File: src/rtl/riscv_pkg.sv
`default_nettype none
// ============================================================================
// Module      : riscv_pkg
// Description : Shared RV32 core types and constants.
// Revision    : 1.0 - initial release
// ============================================================================
package riscv_pkg;

  localparam int          XLEN             = 32;
  localparam logic [31:0] NOP_INSTR        = 32'h0000_0013;
  localparam logic [31:0] DEFAULT_RESET_PC = 32'h0000_0000;

  typedef struct packed {
    logic [XLEN-1:0] pc;
    logic [31:0]     instr;
  } fetch_entry_t;

endpackage : riscv_pkg
`default_nettype wire

File: src/rtl/fetch_unit_if.sv
`default_nettype none
// ============================================================================
// Module      : fetch_unit_if
// Description : Instruction-memory, redirect and decode handshake bundle.
// Revision    : 1.0 - initial release
// ============================================================================
interface fetch_unit_if;
  import riscv_pkg::*;

  logic [XLEN-1:0] imem_addr;
  logic [31:0]     imem_instr;
  logic            redirect_valid;
  logic [XLEN-1:0] redirect_pc;
  logic            out_valid;
  logic            out_ready;
  logic [XLEN-1:0] out_pc;
  logic [31:0]     out_instr;

  modport master (
    output imem_addr,
    input  imem_instr,
    input  redirect_valid,
    input  redirect_pc,
    output out_valid,
    input  out_ready,
    output out_pc,
    output out_instr
  );

  modport slave (
    input  imem_addr,
    output imem_instr,
    output redirect_valid,
    output redirect_pc,
    input  out_valid,
    output out_ready,
    input  out_pc,
    input  out_instr
  );

endinterface : fetch_unit_if
`default_nettype wire

File: src/rtl/fetch_queue.sv
`default_nettype none
// ============================================================================
// Module      : fetch_queue
// Description : Small synchronous FIFO of fetch entries with flush.
// Revision    : 1.0 - initial release
// ============================================================================
module fetch_queue
  import riscv_pkg::*;
#(
  parameter int QUEUE_DEPTH = 2
) (
  input  logic         clk,
  input  logic         rst_n,
  input  logic         push,
  input  logic         pop,
  input  logic         flush,
  input  fetch_entry_t din,
  output logic         full,
  output logic         empty,
  output fetch_entry_t head
);

  localparam int c_PTR_W = $clog2(QUEUE_DEPTH);
  localparam int c_CNT_W = $clog2(QUEUE_DEPTH + 1);

  fetch_entry_t       r_mem [QUEUE_DEPTH];
  logic [c_PTR_W-1:0] r_rd_ptr;
  logic [c_PTR_W-1:0] r_wr_ptr;
  logic [c_CNT_W-1:0] r_count;

  // Storage is cleared on reset so the head reads as zero out of reset.
  always_ff @(posedge clk or negedge rst_n) begin
    if (!rst_n) begin
      for (int i = 0; i < QUEUE_DEPTH; i++) begin
        r_mem[i] <= '0;
      end
      r_rd_ptr <= '0;
      r_wr_ptr <= '0;
      r_count  <= '0;
    end else if (flush) begin
      r_rd_ptr <= '0;
      r_wr_ptr <= '0;
      r_count  <= '0;
    end else begin
      if (push) begin
        r_mem[r_wr_ptr] <= din;
        r_wr_ptr        <= r_wr_ptr + c_PTR_W'(1);
      end
      if (pop) begin
        r_rd_ptr <= r_rd_ptr + c_PTR_W'(1);
      end
      case ({push, pop})
        2'b10:   r_count <= r_count + c_CNT_W'(1);
        2'b01:   r_count <= r_count - c_CNT_W'(1);
        default: r_count <= r_count;
      endcase
    end
  end

  assign full  = (r_count == c_CNT_W'(QUEUE_DEPTH));
  assign empty = (r_count == '0);
  assign head  = r_mem[r_rd_ptr];

endmodule : fetch_queue
`default_nettype wire

File: src/rtl/fetch_unit.sv
`default_nettype none
// ============================================================================
// Module      : fetch_unit
// Description : RV32 instruction fetch stage: PC, fetch queue, redirect.
// Revision    : 1.0 - initial release
// ============================================================================
module fetch_unit
  import riscv_pkg::*;
#(
  parameter logic [31:0] RESET_PC    = DEFAULT_RESET_PC,
  parameter int          QUEUE_DEPTH = 2
) (
  input  logic         clk,
  input  logic         rst_n,
  fetch_unit_if.master bus
);

  logic [XLEN-1:0] r_pc;
  logic            w_full;
  logic            w_empty;
  logic            w_pop;
  logic            w_push;
  fetch_entry_t    w_entry;
  fetch_entry_t    w_head;
  logic            w_unused_bits;

  // A pop frees a slot in the same edge, so a full queue can still accept.
  assign w_pop   = !w_empty && bus.out_ready;
  assign w_push  = !bus.redirect_valid && (!w_full || w_pop);
  assign w_entry = '{pc: r_pc, instr: bus.imem_instr};

  always_ff @(posedge clk or negedge rst_n) begin
    if (!rst_n) begin
      r_pc <= RESET_PC;
    end else if (bus.redirect_valid) begin
      r_pc <= {bus.redirect_pc[XLEN-1:2], 2'b00};
    end else if (w_push) begin
      r_pc <= r_pc + 32'd4;
    end
  end

  fetch_queue #(
    .QUEUE_DEPTH (QUEUE_DEPTH)
  ) u_fetch_queue (
    .clk   (clk),
    .rst_n (rst_n),
    .push  (w_push),
    .pop   (w_pop),
    .flush (bus.redirect_valid),
    .din   (w_entry),
    .full  (w_full),
    .empty (w_empty),
    .head  (w_head)
  );

  assign bus.imem_addr = r_pc;
  assign bus.out_valid = !w_empty;
  assign bus.out_pc    = w_head.pc;
  assign bus.out_instr = w_head.instr;

  assign w_unused_bits = ^bus.redirect_pc[1:0];

endmodule : fetch_unit
`default_nettype wire

File: src/flat_wrapper.sv
// flat-port wrapper written by rule: the top's interface ports become plain ports
module fetch_unit_flat import riscv_pkg::*;
#(
  parameter logic [31:0] RESET_PC    = DEFAULT_RESET_PC,
  parameter int          QUEUE_DEPTH = 2
)
  (clk, rst_n, bus_imem_addr, bus_imem_instr, bus_redirect_valid, bus_redirect_pc, bus_out_valid, bus_out_ready, bus_out_pc, bus_out_instr);
  fetch_unit_if bus_i ();
  input  logic clk;
  input  logic rst_n;
  output wire logic [$bits(bus_i.imem_addr)-1:0] bus_imem_addr;
  input wire logic [$bits(bus_i.imem_instr)-1:0] bus_imem_instr;
  input wire logic [$bits(bus_i.redirect_valid)-1:0] bus_redirect_valid;
  input wire logic [$bits(bus_i.redirect_pc)-1:0] bus_redirect_pc;
  output wire logic [$bits(bus_i.out_valid)-1:0] bus_out_valid;
  input wire logic [$bits(bus_i.out_ready)-1:0] bus_out_ready;
  output wire logic [$bits(bus_i.out_pc)-1:0] bus_out_pc;
  output wire logic [$bits(bus_i.out_instr)-1:0] bus_out_instr;
  assign bus_imem_addr = bus_i.imem_addr;
  assign bus_i.imem_instr = bus_imem_instr;
  assign bus_i.redirect_valid = bus_redirect_valid;
  assign bus_i.redirect_pc = bus_redirect_pc;
  assign bus_out_valid = bus_i.out_valid;
  assign bus_i.out_ready = bus_out_ready;
  assign bus_out_pc = bus_i.out_pc;
  assign bus_out_instr = bus_i.out_instr;
  fetch_unit #(.RESET_PC(RESET_PC), .QUEUE_DEPTH(QUEUE_DEPTH)) u_core (.clk(clk), .rst_n(rst_n), .bus(bus_i));
endmodule
File: config.mk
export PLATFORM = sky130hd
export DESIGN_NAME = fetch_unit_flat
export DESIGN_NICKNAME = d
export VERILOG_FILES = /design/src/rtl/riscv_pkg.sv /design/src/rtl/fetch_unit_if.sv /design/src/rtl/fetch_queue.sv /design/src/rtl/fetch_unit.sv /design/src/flat_wrapper.sv
export SDC_FILE = /design/constraint.sdc
export NUM_CORES = 1
export LEC_CHECK = 0
export BUFFER_PORTS_ARGS = -buffer_cell sky130_fd_sc_hd__buf_2
export CAP_MARGIN = 25
export CORE_MARGIN = 3
export CORE_UTILIZATION = 50
export DETAILED_ROUTE_END_ITERATION = 16
export PLACE_DENSITY = 0.71
export SLEW_MARGIN = 20
export SYNTH_ARGS = -nofsm -noshare
export SYNTH_HDL_FRONTEND = slang
export SYNTH_SLANG_ARGS = --single-unit
File: constraint.sdc
create_clock -name clk -period 4.4 [get_ports clk]
set_input_delay 0.88 -clock clk [delete_from_list [all_inputs] [get_ports clk]]
set_output_delay 0.88 -clock clk [all_outputs]
set_load 0.1 [all_outputs]
# Word-level counts from Yosys, hierarchy flattened
# Index checks and enable logic that the tools add are counted.
# op_classes
addsub	5
order_cmp	3
n_eq_ne	3
n_mux	14
n_bitwise	3
n_reduce_logical	12
# op_table
operator	count
two-way mux 64 bit	4
bitwise mux 128 bit	1
demux 64 bit (select 1 bit)	1
two-way mux 32 bit	2
adder 32 x 3 -> 32 bit, second input constant	1
equality test 2 bit, second input constant	2
>= comparator 2 bit, second input constant	2
two-way mux 1 bit	4
inverter 1 -> 2 bit	2
case mux 2 bit (2 select lines)	1
nonzero test 2 bit	2
logical AND 1 bit	3
logical NOT 1 bit	3
nonzero test 3 bit	1
adder 1 bit, second input constant	2
adder 2 x 1 -> 2 bit, second input constant	1
equality test 2 x 1 -> 1 bit, second input constant	1
logical NOT 2 bit	1
< comparator 2 x 1 -> 1 bit, second input constant	1
two-way mux 2 bit	1
AND reduction 2 bit	1
subtractor 2 x 1 -> 2 bit, second input constant	1
logical OR 1 bit	1
inverter 1 bit	1
# word_totals
regBits	164
input_bits	68
out_inout_bits	97
word_cells	48

# Longest topological paths before layout
# Gate-level depths: netlist (run 1).
# depth
word_depth	8
depth_mapped	7
ltp_nobuf	5

# By module
# A second synthesis (run 1) with hierarchy kept.
# unflattened
hier_cells	571
area_unflattened_um2	7855.0
# modules_own_cells
mod	n_inst	cells_each	area_per_inst_um2	seq_area_each_um2
fetch_queue	1	361	6043.3	3303.2
fetch_unit	1	210	1811.7	750.7

# Worst setup path after synthesis (run 1)
# OpenSTA, ideal clock, no wires.
# synth_path
kind	reg-to-reg
startpoint	reg u_core.r_pc[2], in the netlist u_core.bus.imem_addr[2]
endpoint	reg u_core.r_pc[28], in the netlist u_core.bus.imem_addr[28]
setup_time_ps	82
t_arrival_ps	2663
required_ps	4318
setup_slack_ps	1655
stages_incl_launch_ff	7
n_path_buf	1
synth_period_minus_slack_ps	2745
path_cell_list	dfrtp_1 ha_1 nand2_1 or4_1 buf_2 or4_1 a31oi_1
# synth_via
elab_chain_len	3
# synth_rtl
element	line_no	rtl
start, declared	fetch_unit.sv:18	logic [XLEN-1:0] r_pc;
start signal, assigned	fetch_unit.sv:36	r_pc <= {bus.redirect_pc[XLEN-1:2], 2'b00};
start signal, assigned	fetch_unit.sv:38	r_pc <= r_pc + 32'd4;
adder 32 x 3 -> 32 bit	fetch_unit.sv:38	
two-way mux 32 bit	fetch_unit.sv:37	end else if (w_push) begin
two-way mux 32 bit	fetch_unit.sv:35	end else if (bus.redirect_valid) begin
# Every way passes these cells. The select of a mux whose other input is x is not followed.
# A chain may end at the register's enable or synchronous reset.

# Worst setup path after layout (run 1)
# layout_path
startpoint	reg u_core.u_fetch_queue.r_rd_ptr
endpoint	out bus_out_pc[27]
# layout_via
elab_chain_len	4
# layout_rtl
element	line_no	rtl
start, declared	fetch_queue.sv:27	logic [c_PTR_W-1:0] r_rd_ptr;
start signal, assigned	fetch_queue.sv:50	r_rd_ptr <= r_rd_ptr + c_PTR_W'(1);
inverter 1 -> 2 bit (not written as such)	fetch_queue.sv:62	assign head = r_mem[r_rd_ptr];
two-way mux 64 bit (not written as such) (3 in series)	fetch_queue.sv:62	
end, declared	flat_wrapper.sv:17	output wire logic [$bits(bus_i.out_pc)-1:0] bus_out_pc;
# Every way passes these cells. The select of a mux whose other input is x is not followed.

==> results of run 1 <==
[layer usage]
metal | global-route usage [%] | vias to the layer above | share of wire [%]
li1 | - | 2346 | -
met1 | 26.5 | 2532 | 42
met2 | 36.1 | 141 | 51
met3 | 6.56 | 18 | 5.9
met4 | 6.37 | 0 | 1.6
met5 | 0 | - | 0
[sequential cells by signal, summed over array words and instances (netlist names)]
name and cells:
u_core.u_fetch_queue.r_mem 124, u_core.bus.imem_addr 30, u_core.u_fetch_queue.r_rd_ptr 1, u_core.u_fetch_queue.r_wr_ptr 1, u_core.u_fetch_queue.r_count 2
[power by group through the flow]
stage	Clock (µW)	Sequential (µW)	Combinational [µW]
CTS	1530	1980	2480
global placement	0	1970	2440
floorplan	0	2130	1960
detailed placement	0	2010	2470
finish	1500	1980	2460
global route	1600	2020	2550
[logic make-up after synthesis]
kind of cell,count (synthesis),synth area share (%)
AO/OA/AOI/OAI,48,4.22
XOR/XNOR,14,1.67
adder cells (fa/ha/maj),1,0.171
buffers and inverters,47,2.80
flip-flops,158,54.0
multiplexers,187,28.7
other,1,0.0512
AND/OR/NAND/NOR,111,8.37
[Yosys cell counts (10+ instances only)]
cell type	count	area share, %
a31oi_1	15	1.3
buf_2	10	0.68
clkbuf_1	25	1.3
dfrtp_1	158	54
mux2_2	186	29
nand2_1	28	1.4
nor2_1	21	1.1
o21ai_0	13	0.89
o31ai_1	12	1.2
or4_1	15	1.5
xnor2_1	12	1.4
[per-stage QoR]
step	area [µm²]	utilization [%]	cells	setup WS [ns]	hold WS (ns)
after floorplan	7340	-	570	1.65	0.475
after global placement	8240	58.4	873	1.30	0.483
after detailed placement	8240	58.4	873	1.26	0.490
after CTS	8840	62.7	904	1.27	0.504
after global routing	8840	62.7	904	1.19	0.510
final	8840	62.7	904	1.28	0.501
[worst max path at each step]
| stage | depth (start not counted) | end |
|---|---|---|
| floorplan | 6 | u_core.bus.imem_addr[28] |
| global placement | 6 | u_core.u_fetch_queue.r_mem[3] |
| detailed placement | 6 | u_core.u_fetch_queue.r_mem[61] |
| CTS | 3 | bus_out_pc[9] |
| global route | 3 | bus_out_pc[29] |
| finish | 3 | bus_out_pc[27] |
[cell usage in the layout, fill, tap and decap left out, types with 8 or more instances in the layout]
cell type,n
dfrtp_1,157
nand3_1,8
buf_2,157
clkbuf_16,17
buf_4,8
nor2_1,21
mux2_2,186
nand2_1,28
o21ai_0,13
o31ai_1,12
or4_1,15
nand4_1,8
xnor2_1,12
a31oi_1,15
[final cells by class]
cell class / count / area (µm²) / share of cell area, %
sequential: 158 / 3960 / 44.7
clock inverter: 11 / 140 / 1.58
tap: 180 / 225 / 2.55
clock buffer: 20 / 467 / 5.28
inverter: 4 / 15.0 / 0.170
multi-input combinational: 365 / 3180 / 36.0
timing repair buffer: 166 / 857 / 9.69
==> impl_results.md, run 1 <==
- Largest net degree at the start of global routing: between 90 and 100
- Tot Pwr: between 5000 and 6000 µW
- Maximum buffer depth of the clock tree: 2
- FF-to-FF End: u_core.u_fetch_queue.r_mem[61]
- RR Startpoint: u_core.u_fetch_queue.r_count[1]
- HP Start: u_core.u_fetch_queue.r_mem[3]
- Peak per-stage delay on the critical path: 0.66 ns
- Worst clock skew: between 0.006 and 0.007 ns
- Total wire length: 16.6 mm
- Ant diodes: 0
- Gate Count Post-Synth: 567
- Ordered cell list for the critical path: buf_4 -> mux2_2 -> buf_2
- CP endpoint kind: output pin
- CP max-delay cell: buf_4
- Drt via density: 5.57
- Clk pwr share: 25.3%
- Clock-pin slew on the worst setup and hold paths: ~0.06 ns
- Hold buffers post-CTS: 0
- Placeable Area: 14100 µm²
- Clock Sinks: 158
- Mean Syn Cell Area: 12.9 µm²
- Overflow after GRT: 0
- Vias in the first global route: 5328
- Leakage power: 0.00380 µW
- Worst Path Class, Setup: reg -> out
- Peak VDD IR: 0.394 mV
- Core Rows: 43
- Post-synth cell types: 44
- Share of cells above drive strength 1: 54.1%
- Iteration-0 DRC Markers: 385
- #FFs+latches synth: approximately 160
- Antenna-violating nets left: 0
- Worst Hold Path Cells: 1
- Post-CTS Resized: 0
- DRC viols: 0
- Critical path buffers and inverters: 2
- Status: finished clean
- Main synth FF type: dfrtp_1
- Detailed-route via count: 5037
- Post-synthesis async set-or-reset flop share: 100%
- Min-delay worst type: reg -> reg
- Ys Warns: 0
- Min Tclk post-route: 3.12 ns
- Die ar.: 16100 µm²
- Total global-route track usage: between 20% and 30%
- Switching Fraction: 44.6%
- Per-cell routed wire length: 18.3 µm
- Crit path max-delay family: buffers and inverters
- Reg-to-reg slack, setup: 2.00 ns
- I/O Pins: between 150 and 200
- Setup TNS Final: 0 ns
- Worst-Margin Slew: a little under 1 ns
- Sw Pwr: 2650 µW
- Worst EP required: 3.52 ns
- TritonCTS Buffers: 17
- Root buf cell: clkbuf_16
- Reg2Reg Depth: 4
- Worst-Skew Late Latency: 0.43 ns
- Sequential Power Share: 33.4%
- PortBufs: 158
- Period utilisation layout: 70.9%
- CP startpoint kind: register
- Cell Pwr Density: 672 nW/µm²
- Number of synthesized flops with an enable pin: 0
- Internal Power: 3290 µW
- CTS tree: built
- CP max FO: between 60 and 70
- Combinational Power Share: 41.4%
- Slew headroom: 34.5%
- First-pass GRT wire length: 27.2 mm
- Fill cell count: 1132
- CTS HTree Levels: 4
- DRT Pass-1 Iters: 5
- RD Place Congestion: 0.772
- Unrepaired setup endpoints after global routing: no
- Hpwl dp: 11.1 mm
- Layout area overhead: 20.7%
- Start point of the critical path: u_core.u_fetch_queue.r_rd_ptr
- Fmax: 320 MHz
- Max Slew Vio Count: 0
- Layout Nets: 781
- Die X: 127 µm
- Synthesized cell area: roughly 7300 µm²
- Initial antenna violation count: 0
- Initial Util: 52.0%
- Worst EP arrival: between 2 and 2.5 ns
- WHS Endpoint: u_core.u_fetch_queue.r_mem[3]
- Post-synthesis sequential area ratio: a little over half
- Setup repair bufs after CTS: 0
- Final setup fails: 0
- Die Y: 127 µm
- Final hold vios: 0
- Max cap viols: 0
No activity file was read; power rests on OpenSTA's default activity.
==> run 2: changes to the inputs <==
- ABC_AREA: not set -> 1
- PLACE_DENSITY: 0.71 -> 0.73
- clock period: 4.4 -> 2.7 ns (I/O delays scaled with it)
==> impl_results.md, run 2 <==
- CTS HTree Levels: 4
- Core Rows: 44
- Min Tclk post-route: 2.41 ns
- Post-synth cell types: 34
- GRT Max-Usage Layer: met2
- Total global-route track usage: between 20% and 30%
- Combinational Power Share: 41.3%
- Fmax: around 410 MHz
- Met3 Use GR: 4.15%
- Worst-Skew Late Latency: 0.42 ns
- Cell Pwr Density: 946 nW/µm²
- Clock Sinks: 158
- DRC viols: 0
- Tot Pwr: 9610 µW
- Simple-Gate Fraction of Synth Area: 30.3%
- Number of cells on the critical path: 4
- Die ar.: 17100 µm²
- Setup TNS Final: 0 ns
- Switching Fraction: between 40% and 50%
- Grt met2 use: 37.9%
- Most numerous cell in the Yosys netlist: nand2_1
- Ant diodes: 0
- Worst Path Class, Setup: reg -> out
- Ordered cell list for the critical path: buf_4 -> nand2_1 -> nand2_1 -> buf_12
- Critical path buffers and inverters: 2
- Synth top area cells: dfrtp_1, nand2_1, o21ai_1
- CP max FO: 62
- Layout Nets: about 1200
- Hold buffers post-CTS: 0
- Ys Warns: 0
- Initial Util: 52.3%
- Final hold vios: 0
- CP endpoint kind: output pin
- Min-delay worst type: in -> async
- RD Place Congestion: 1.00
- Drt via density: just over 5
- Status: finished clean
- Overflow after GRT: 0
- Reg2Reg Depth: 7
- Layout area overhead: 30.6%
- Slew headroom: 50.5%
- Largest Register: u_core.u_fetch_queue.r_mem
- Synthesized cell area: 7770 µm²
- Post-synthesis sequential area ratio: 50.9%
- Setup repair bufs after CTS: 0
- Antenna-violating nets left: 0
- PortBufs: 158
- Largest net degree at the start of global routing: 126
- Per-cell routed wire length: 14.5 µm
- CP max-delay cell: buf_4
- Internal Power: between 5000 and 6000 µW
- Max FFs per register: 124
- Cell seen most often among critical-path stages: nand2_1
- Main synth FF type: dfrtp_1
- Crit path max-delay family: buffers and inverters
- Final Util: between 60% and 70%
- Final setup fails: 0
- Peak per-stage delay on the critical path: 0.57 ns
- Commonest non-fill, non-tap cells in the layout: nand2_1, dfrtp_1, buf_2
- Detailed-route via count: 7003
- Worst-Margin Slew: 0.743 ns
- First-pass GRT wire length: between 30 and 40 mm
- Hpwl dp: between 10 and 15 mm
- Synth Area in Adders: less than 1%
- Post-synthesis async set-or-reset flop share: 100%
- Root buf cell: clkbuf_16
- Clock-pin slew on the worst setup and hold paths: 0.06 ns
- Post-synthesis xor/xnor area fraction: 0.225%
- Die X: 131 µm
- Period utilisation layout: 89.4%
- Sequential Power Share: between 30% and 40%
- Unrepaired setup endpoints after global routing: no
- Die Y: about 130 µm
- DRT Pass-1 Iters: 5
- Fill cell count: 1203
- Iteration-0 DRC Markers: around 590
- Share of cells above drive strength 1: 19.3%
- Mean Syn Cell Area: 7.61 µm²
- Vias in the first global route: 6570
- Post-CTS Resized: 0
- Placeable Area: 14900 µm²
- Met1 GRT Util: 33.9%
- Design Area, Final: 10200 µm²
- Initial antenna violation count: 0
- Post-synthesis mux area share: 0%
- Reg-to-reg slack, setup: between 0.7 and 0.8 ns
- Worst EP required: 2.16 ns
- Peak VDD IR: 0.508 mV
- Number of synthesized flops with an enable pin: 0
- Main combinational cell family by area after synthesis: simple AND/OR/NAND/NOR gates
- Worst clock skew: 0.00836 ns
- Max cap viols: 0
- CTS tree: built
- Complex-gate fraction of the synthesized area: 10.4%
- Post-synth top area share: 50.9%
- Total wire length: slightly below 20 mm
- Most common cell after layout, fill and taps aside: nand2_1
- Most common library cells after synthesis: nand2_1, dfrtp_1, o21ai_1
- Clk pwr share: 26.7%
- I/O Pins: 165
- Max Slew Vio Count: 0
- Maximum buffer depth of the clock tree: 2
- #FFs+latches synth: 158
- Gate Count Post-Synth: roughly 1000
- Sw Pwr: 4000 µW
- CP startpoint kind: register
- Leading area contributor after synthesis: dfrtp_1
- DP Area: 9520 µm²
- Worst EP arrival: approximately 1.9 ns
- TritonCTS Buffers: 17
- Leakage power: around 0.0051 µW
==> run 2: area by class of cell <==
type	instances	area (µm²)	area share (%)
clock inverter	10	160	1.58
tap	184	230	2.27
inverter	78	303	2.98
clock buffer	21	480	4.73
sequential	158	3960	38.9
timing repair buffer	167	1820	17.9
multi-input combinational	737	3210	31.6
==> run 2: layer usage <==
| metal | vias up | share of wire (%) |
|---|---|---|
| met4 | 0 | 2.0 |
| met5 | - | 0 |
| li1 | 3484 | - |
| met1 | 3216 | 44 |
| met2 | 271 | 48 |
| met3 | 32 | 6.9 |
==> run 2: through the flow <==
step | setup slack [ns] | std cells | hold WS, ns
2_1_floorplan | 0.468 | 1025 | 0.244
3_3_place_gp | 0.651 | 1324 | 0.465
3_5_place_dp | 0.599 | 1324 | 0.469
4_1_cts | 0.279 | 1355 | 0.168
5_1_grt | 0.175 | 1355 | 0.188
6_report | 0.287 | 1355 | 0.128
==> run 2: worst paths after layout <==
kind / from / endpoint
worst max-delay path: u_core.u_fetch_queue.r_rd_ptr / bus_out_instr[26]
min in group clk: bus_redirect_pc[25] / u_core.bus.imem_addr[25]
worst min-delay path: rst_n / u_core.u_fetch_queue.r_mem[24]
max in group asynchronous: rst_n / u_core.u_fetch_queue.r_mem[122]
worst max register to register: u_core.u_fetch_queue.r_count[1] / u_core.u_fetch_queue.r_mem[77]
worst min register to register: u_core.u_fetch_queue.r_mem[69] / u_core.u_fetch_queue.r_mem[69]
==> run 2: power by group through the flow <==
stage,combinational [µW],sequential [µW],clock (µW)
after CTS,3990,3070,2590
after global routing,4190,3130,2680
final,3970,3080,2560
after floorplan,2390,3400,0
after global placement,3950,3090,0
after detailed placement,3980,3110,0
==> run 2: cells by family (layout without fill, tap and decap cells) <==
logic type | Yosys count | in the layout
other cells | 1 | 4
buf+inv | 130 | 276
simple gates | 578 | 578
fa+ha+maj | 1 | 1
compound gates | 152 | 152
xor+xnor | 2 | 2
flops | 158 | 158
==> run 3: changes to the inputs <==
- PLACE_DENSITY: 0.73 -> 0.72
- SKIP_CTS_REPAIR_TIMING: not set -> 1
- SYNTH_HIERARCHICAL: not set -> 1
==> impl_results.md, run 3 <==
- Final hold vios: 0
- Total wire length: 19.1 mm
- Max cap viols: 0
- CP max FO: 63
- Largest Register: u_core/u_fetch_queue/r_mem
- Root buf cell: clkbuf_16
- Max FFs per register: approximately 130
- Synthesized cell area: 8330 µm²
- Die Y: 135 µm
- Post-synth cell types: 32
- CP endpoint kind: output pin
- CP startpoint kind: register
- Dpl cells: 1284
- Main synth FF type: dfrtp_1
- Fmax: 411 MHz
- Post-synthesis sequential area ratio: roughly half
- I/O Pins: about 170
- Worst-Margin Slew: 0.609 ns
- Total global-route track usage: 21.1%
- Unrepaired setup endpoints after global routing: no
- Hpwl dp: 12.9 mm
- Overflow after GRT: 0
- Layout Nets: 1156
- Status: finished clean
- CTS HTree Levels: 4
- Most numerous cell in the Yosys netlist: nand2_1
- Most common cell after layout, fill and taps aside: nand2_1
- Slew headroom: about three fifths
- Vias in the first global route: slightly above 6000
- Setup TNS Final: 0 ns
- Initial antenna violation count: 0
- DRT Pass-1 Iters: 5
- Max Slew Vio Count: 0
- Leading area contributor after synthesis: dfrtp_1
- Critical path buffers and inverters: 2
- Placeable Area: 16100 µm²
- Die X: between 100 and 150 µm
- Peak per-stage delay on the critical path: 0.41 ns
- Worst clock skew: 0.0106 ns
- Drt via density: 5.10
- Mean Syn Cell Area: 8.89 µm²
- DRC viols: 0
- Number of synthesized flops with an enable pin: 0
- First-pass GRT wire length: 30.9 mm
- Per-cell routed wire length: 14.6 µm
- Ys Warns: 6
- Die ar.: 18200 µm²
- Clock-pin slew on the worst setup and hold paths: roughly 0.060 ns
- Post-synth top area share: about half
- Worst EP arrival: 1.89 ns
- Period utilisation layout: 90.1%
- Maximum buffer depth of the clock tree: 2
- Clock Sinks: 162
- Worst EP required: 2.16 ns
- Crit path max-delay family: buffers and inverters
- Initial Util: 51.7%
- Core Rows: 46
- Synth top area cells: dfrtp_1, nand2_1, mux2_2
- Final setup fails: 0
- Post-synthesis async set-or-reset flop share: 100%
- Commonest non-fill, non-tap cells in the layout: nand2_1, dfrtp_1, buf_2
- PortBufs: 160
- Non-filler cells, final: 1315
- Worst-Skew Late Latency: 0.42 ns
- Detailed-route via count: 6712
- #FFs+latches synth: 162
- Antenna-violating nets left: 0
- Worst Path Class, Setup: reg -> out
- Largest net degree at the start of global routing: 88
- Share of cells above drive strength 1: a little under a third
- Gate Count Post-Synth: 937
- RD Place Congestion: about 0.90
- CP max-delay cell: dfrtp_2
- Min Tclk post-route: between 2 and 2.5 ns
- Min-delay worst type: in -> async
- Layout area overhead: 17.8%
- CTS tree: built
- TritonCTS Buffers: 17
- Ordered cell list for the critical path: buf_12 -> mux2_2 -> buf_2
- Iteration-0 DRC Markers: 412
- Ant diodes: 0
- Most common library cells after synthesis: nand2_1, dfrtp_1, inv_1
==> run 3: cell types whose count changed after synthesis, sizes merged, moves of 11 or more <==
cell    previous run  this run
nand2            449       293
mux2               0        64
inv               78       100
clkbuf            23         3
nor2              72        57
buf               29        40
==> run 3: stage by stage <==
step                      area [µm²]  worst slack, ns  utilization, %  hold slack, ns
after global placement          9210            0.521            57.2           0.460
after floorplan                 8340            0.231               -           0.244
final                           9810            0.268            60.9           0.125
after global routing            9810            0.193            60.9           0.148
after detailed placement        9210            0.496            57.2           0.463
after CTS                       9810            0.227            60.9           0.131
==> run 3: path summary, 6_finish.rpt <==
check	cells after the start	endpoint	start	slack [ns]
min reg2reg	2	u_core/u_fetch_queue/r_mem[25]	u_core/u_fetch_queue/r_mem[25]	0.48
max	3	bus_out_pc[26]	u_core/u_fetch_queue/r_rd_ptr	0.27
max in group asynchronous	2	u_core/u_fetch_queue/r_rd_ptr	rst_n	1.90
max reg2reg	11	u_core/u_fetch_queue/r_mem[55]	u_core/u_fetch_queue/r_count[0]	0.50
min in group clk	3	u_core/bus.imem_addr[25]	bus_redirect_pc[25]	0.34
min	1	u_core/u_fetch_queue/r_mem[29]	rst_n	0.13
==> run 3: cell families (layout without fill, tap and decap cells) <==
group | count (synthesis) | after routing | synth area share (%)
adders and majority gates | 1 | 1 | 0.150
muxes | 64 | 64 | 8.65
xor gates and xnor gates | 7 | 7 | 0.736
other | 1 | 4 | 0.0450
AOI/OAI and AO/OA | 156 | 156 | 12.7
DFF | 162 | 162 | 48.7
buffers and inverters | 145 | 304 | 9.24
and+or+nand+nor | 401 | 401 | 19.8
==> run 3: worst register-to-register path: cells and delay by family, from the launching register on <==
kind | cells | cell delay [ns]
simple gates | 6 | 0.79
buf+inv | 4 | 0.87
flops | 1 | 0.41
compound gates | 1 | 0.08
==> run 3: layout make-up <==
cell class | instances | area [µm²]
clock buffer | 22 | 474
clock inverter | 9 | 130
fill | 1437 | 6300
inverter | 102 | 384
multi-input combinational | 633 | 3520
sequential | 162 | 4060
tap | 216 | 270
timing repair buffer | 171 | 977
==> run 3: per-layer routing <==
metal | GRT usage (%) | vias to the layer above | part of all wire, %
met5 | 0 | - | 0
met4 | 6.44 | 0 | 1.4
met3 | 4.21 | 22 | 6.2
met2 | 32.3 | 236 | 45
met1 | 30.5 | 3146 | 47
li1 | - | 3308 | -
Power of run 3 is not shown: default switching activity piles up to over one toggle a cycle in this logic, so the estimate is an artifact.
